## config.mk

```make
export PLATFORM = sky130hd
export DESIGN_NAME = beam_threshold_sequencer
export DESIGN_NICKNAME = d
export VERILOG_FILES = /design/src/rtl/beam_trig_pkg.sv /design/src/rtl/beam_threshold_sequencer.sv
export SDC_FILE = /design/constraint.sdc
export NUM_CORES = 1
export LEC_CHECK = 0
export CAP_MARGIN = 30
export CORE_UTILIZATION = 56
export DETAILED_ROUTE_END_ITERATION = 10
export GPL_TIMING_DRIVEN = 0
export PLACE_DENSITY = 0.81
export SLEW_MARGIN = 0
export SYNTH_ARGS = -nofsm -noshare
export SYNTH_HDL_FRONTEND = slang
export SYNTH_SLANG_ARGS = --single-unit
```

## constraint.sdc

```tcl
create_clock -name clk_i -period 5.1 [get_ports clk_i]
set_input_delay 1.02 -clock clk_i [delete_from_list [all_inputs] [get_ports clk_i]]
set_output_delay 1.02 -clock clk_i [all_outputs]
set_load 0.02 [all_outputs]
```

## src/rtl/beam_trig_pkg.sv

```systemverilog
// Shared types and defaults for the beamform_trigger threshold load path.
package beam_trig_pkg;
    localparam int              THRESH_BITS    = 18;
    localparam logic [17:0]     THRESH_DEFAULT = 18'h3FFFF;

    typedef enum logic [1:0] {IDLE, LOAD, UPDATE, HOLD} thr_state_t;
endpackage

```

## src/rtl/beam_threshold_sequencer.sv

```systemverilog
// Stages per-beam thresholds and, on commit, streams dirty beams to the trigger,
// then issues one update pulse and a settle holdoff.
module beam_threshold_sequencer #(
    parameter int                          NBEAMS         = 2,
    parameter int                          THRESH_BITS    = beam_trig_pkg::THRESH_BITS,
    parameter logic [THRESH_BITS-1:0]      THRESH_DEFAULT = beam_trig_pkg::THRESH_DEFAULT,
    parameter int                          HOLDOFF        = 4,
    localparam int                         ADDR_BITS      = (NBEAMS > 1) ? $clog2(NBEAMS) : 1
) (
    input  logic                   clk_i,
    input  logic                   rst_n_i,
    input  logic                   wr_en_i,
    input  logic [ADDR_BITS-1:0]   wr_addr_i,
    input  logic [THRESH_BITS-1:0] wr_data_i,
    input  logic                   commit_i,
    output logic [THRESH_BITS-1:0] thresh_o,
    output logic [NBEAMS-1:0]      thresh_ce_o,
    output logic                   update_o,
    output logic                   busy_o,
    output logic                   done_o
);
    import beam_trig_pkg::*;

    localparam int                   HCNT_BITS = $clog2(HOLDOFF + 1);
    localparam logic [ADDR_BITS-1:0] LAST_IDX  = ADDR_BITS'(NBEAMS - 1);
    localparam logic [HCNT_BITS-1:0] LAST_HOLD = HCNT_BITS'(HOLDOFF - 1);

    thr_state_t             state, state_n;
    logic [THRESH_BITS-1:0] staging [NBEAMS];
    logic [NBEAMS-1:0]      dirty;
    logic                   pending;
    logic [ADDR_BITS-1:0]   idx;
    logic [HCNT_BITS-1:0]   hcnt;

    always_ff @(posedge clk_i) begin
        if (!rst_n_i) state <= IDLE;
        else          state <= state_n;
    end

    always_comb begin
        state_n = state;
        case (state)
            IDLE:    if (pending || commit_i) state_n = LOAD;
            LOAD:    if (idx == LAST_IDX)     state_n = UPDATE;
            UPDATE:                           state_n = HOLD;
            HOLD:    if (hcnt == LAST_HOLD)   state_n = IDLE;
            default:                          state_n = IDLE;
        endcase
    end

    always_ff @(posedge clk_i) begin
        if (!rst_n_i) begin
            for (int b = 0; b < NBEAMS; b++) staging[b] <= THRESH_DEFAULT;
            dirty       <= '1;
            pending     <= 1'b1;
            idx         <= '0;
            hcnt        <= '0;
            thresh_o    <= '0;
            thresh_ce_o <= '0;
            update_o    <= 1'b0;
            busy_o      <= 1'b0;
            done_o      <= 1'b0;
        end else begin
            thresh_ce_o <= '0;
            update_o    <= 1'b0;
            done_o      <= 1'b0;
            busy_o      <= (state != IDLE);
            pending     <= pending | commit_i;
            case (state)
                IDLE: begin
                    if (pending || commit_i) begin
                        pending <= 1'b0;
                        idx     <= '0;
                    end
                end
                LOAD: begin
                    for (int b = 0; b < NBEAMS; b++) begin
                        if (int'(idx) == b && dirty[b]) begin
                            thresh_o       <= staging[b];
                            thresh_ce_o[b] <= 1'b1;
                            dirty[b]       <= 1'b0;
                        end
                    end
                    idx <= idx + ADDR_BITS'(1);
                end
                UPDATE: begin
                    update_o <= 1'b1;
                    hcnt     <= '0;
                end
                HOLD: begin
                    if (hcnt == LAST_HOLD) done_o <= 1'b1;
                    else                   hcnt   <= hcnt + HCNT_BITS'(1);
                end
                default: ;
            endcase
            // Placed after the scan so a same-cycle write keeps the beam dirty.
            for (int b = 0; b < NBEAMS; b++) begin
                if (wr_en_i && int'(wr_addr_i) == b) begin
                    staging[b] <= wr_data_i;
                    dirty[b]   <= 1'b1;
                end
            end
        end
    end
endmodule

```

==> metrics.txt <==
main area contributors after synthesis edfxtp_1 41%, dfxtp_1 24%, o21a_1 5.1%; final net count 274; combinational power share 32.1%; Worst Reg-to-Reg Cells 7; Final GP Congestion just under 0.8; Post-Syn Area between 0.002 and 0.003 sq mm; post-CTS setup buffers 0; most frequent CP cell buf_2; initial antenna violation count 0; Hold Crit Class reg -> reg; die area 0.00497 sq mm; Num CTS Buffers 9; sw power between 0.4 and 0.5 mW; first-pass GRT wire length around 7800 um; Critical Path End Type flop; Pwr Total 1.62 mW; GR Overflow Total 0; Worst path max stage delay around 0.53 ns; Pint about 1.1 mW; Setup TNS 0 ns; IO Count 46; layout cell share with drive strength beyond 1 20.9%; DP Area between 0.003 and 0.004 sq mm; top cell type by total area after synthesis edfxtp_1; wire per inst 15.6 um; CTS H-tree depth 3; GRT Total Usage around a fifth; vias in the first global route about 1700; # fillers 300; Post-Route WL approximately 4700 um; CP Max Fanout 19; Worst Skew ~0.0069 ns; top cell type's share of synthesized area about 40%; sw frac 30.7%; setup slack at placement approximately 2.1 ns; DR iter-0 viols around 180; Mapped Cells 187; worst hold path cell count 1; final hold vios 0; residual DRC count 4; total iterations of the first detailed-routing run 7; crit-path cells clkdlybuf4s50_1, buf_2, buf_2, nand2_1, a21o_1; clock sink count approximately 70; hold_buf cts 0; Vias/cell roughly 5.4; sequential power share between 40% and 50%; failing checks design-rule violations; P_leak between 1 and 1.5 nW; run status finished with violations; Clock Tree Root clkbuf_8; Crit-path slowest cell nand2_1; syn nets approximately 220; crit path DAT 2.88 ns; Max VDD drop roughly 0.00028 V; Least-Margin Pin Slew around 0.84 ns; IO buf count 45; utilization of the core after routing around three quarters; GR peak layer met2; startpoint types input pin; CTS clk-pin slew, worst paths about 0.07 ns; Setup WS post-layout roughly 2.4 ns; Die Wd 70.5 um; setup violators final 0; pin count of the biggest net entering global routing 20; unrepaired setup endpoints after global routing false; Seq/Total Area, Yosys 65.5%; Tmin final roughly 2.7 ns; Syn-to-layout area delta 26.1%; post-cts repair resize count 0; clock latency at the later pin of the worst-skew pair roughly 0.33 ns; row cnt 24; Pwr Density 489 mW/mm^2; Max Root-Sink Buffers 2; post-synth cell types 32; CTS tree done; DR vias approximately 1600; Post-Syn Area per Cell approximately 14 sq um; Die H a little over 70 um; DRT antenna net count 0; clock power share 22.1%; grt met1 use 25.2%; Slew Limit Fails 0; Initial Utilization between 50% and 60%; WP data required 5.32 ns; Peak Freq about 0.38 GHz; final worst path period share between 50 and 60%; max-capacitance violation count 0; diode count 0; M2 GR Usage around 35%; WS Path Type in -> reg; Slew HR between 40% and 50%; core area around 0.0044 sq mm; YS warnings 0; synthesized flop and latch total 68; post-route cell area roughly 0.0033 sq mm; met3 Use GR 6.20%; HPWL Detailed 3160 um
## final timing paths
kind,start,endpoint,slack (ns)
worst max register to register,state[1]$_SDFFE_PN0P_,thresh_o[1]$_SDFFE_PN0P_,3.47
worst min-delay path,thresh_o[13]$_SDFFE_PN0P_,thresh_o[13]$_SDFFE_PN0P_,0.46
worst max-delay path,rst_n_i,dirty[1]$_SDFFE_PP1P_,2.45
worst min register to register,thresh_o[13]$_SDFFE_PN0P_,thresh_o[13]$_SDFFE_PN0P_,0.46
## sequential cells by signal (all words and copies together), names as in the netlist, 2 cells and up
name and count:
thresh_ce_o 2, hcnt 3, staging 36, thresh_o 18, dirty 2, state 2
## synth_stat cells
library cell and instances:
and2_1 1, nor2b_1 2, o21ai_0 4, buf_12 1, dfxtp_1 32, or3b_2 1, nor3b_1 1, clkbuf_8 1
buf_2 3, and2b_2 1, o221a_1 9, nor2_1 5, nand3b_4 1, nand3_1 3, buf_4 1, edfxtp_1 36
a21o_1 1, buf_6 1, mux2i_1 3, nand2_1 8, o221a_2 9, nand2b_1 4, a21oi_1 4, clkbuf_1 2
o21a_1 18, nand3_4 1, or2_2 18, and3_1 1, nor3_2 1, o21bai_1 1, ha_1 7, inv_1 6
## through the flow
stage | cells | hold WS [ns]
after global routing | 301 | 0.477
after detailed placement | 285 | 0.452
after global placement | 284 | 0.445
after CTS | 301 | 0.467
final | 301 | 0.463
after floorplan | 187 | 0.448
## layer usage
metal | wire length, um | vias to the layer above
met5 | 0 | -
met4 | 87 | 0
met3 | 199 | 7
met2 | 2390 | 37
met1 | 2010 | 793
li1 | - | 802
## critical path: cells and delay by family
family,cells,cell delay (ns)
AO/OA/AOI/OAI,1,0.34
buffers and inverters,3,0.97
AND/OR/NAND/NOR,1,0.53
## layout by cell type, fill, tap and decap left out, types with 3 or more instances in the layout
master           instances
a21oi_1                  4
mux2i_1                  3
nor2_1                   5
o21ai_0                  3
or2_2                   18
o21a_1                  18
ha_1                     7
clkbuf_1                 6
o221a_1                  9
clkbuf_8                10
nand3_1                  3
inv_1                    6
buf_2                    3
nand2_1                  8
clkdlybuf4s50_1         45
dfxtp_1                 32
nand2b_1                 4
o221a_2                  9
edfxtp_1                36
## kinds of logic (layout without fill, tap and decap cells)
kind of cell / count (synthesis) / count (layout) / synth area share, %
DFF: 68 / 68 / 65.5
buffers and inverters: 15 / 77 / 3.71
and+or+nand+nor: 48 / 48 / 11.4
AOI/OAI and AO/OA: 46 / 46 / 14.9
muxes: 3 / 3 / 1.14
adders and majority gates: 7 / 7 / 3.33
## power groups by stage
| stage | sequential, mW | clock, mW | combinational (mW) |
|---|---|---|---|
| finish | 0.742 | 0.359 | 0.522 |
| global route | 0.755 | 0.382 | 0.563 |
| CTS | 0.743 | 0.361 | 0.526 |
| detailed placement | 0.754 | 0 | 0.525 |
| global placement | 0.749 | 0 | 0.512 |
| floorplan | 0.823 | 0 | 0.250 |
## layout make-up
type                       instances  area [sq um]  area share [%]
sequential                        68          1720            51.9
multi-input combinational        104           813            24.5
timing repair buffer              46           465            14.0
clock buffer                      13           139            4.19
buffer                             9          75.1            2.26
tap                               52          65.1            1.96
inverter                           6          22.5           0.679
clock inverter                     3          13.8           0.415
(Power assumes the default switching activity.)
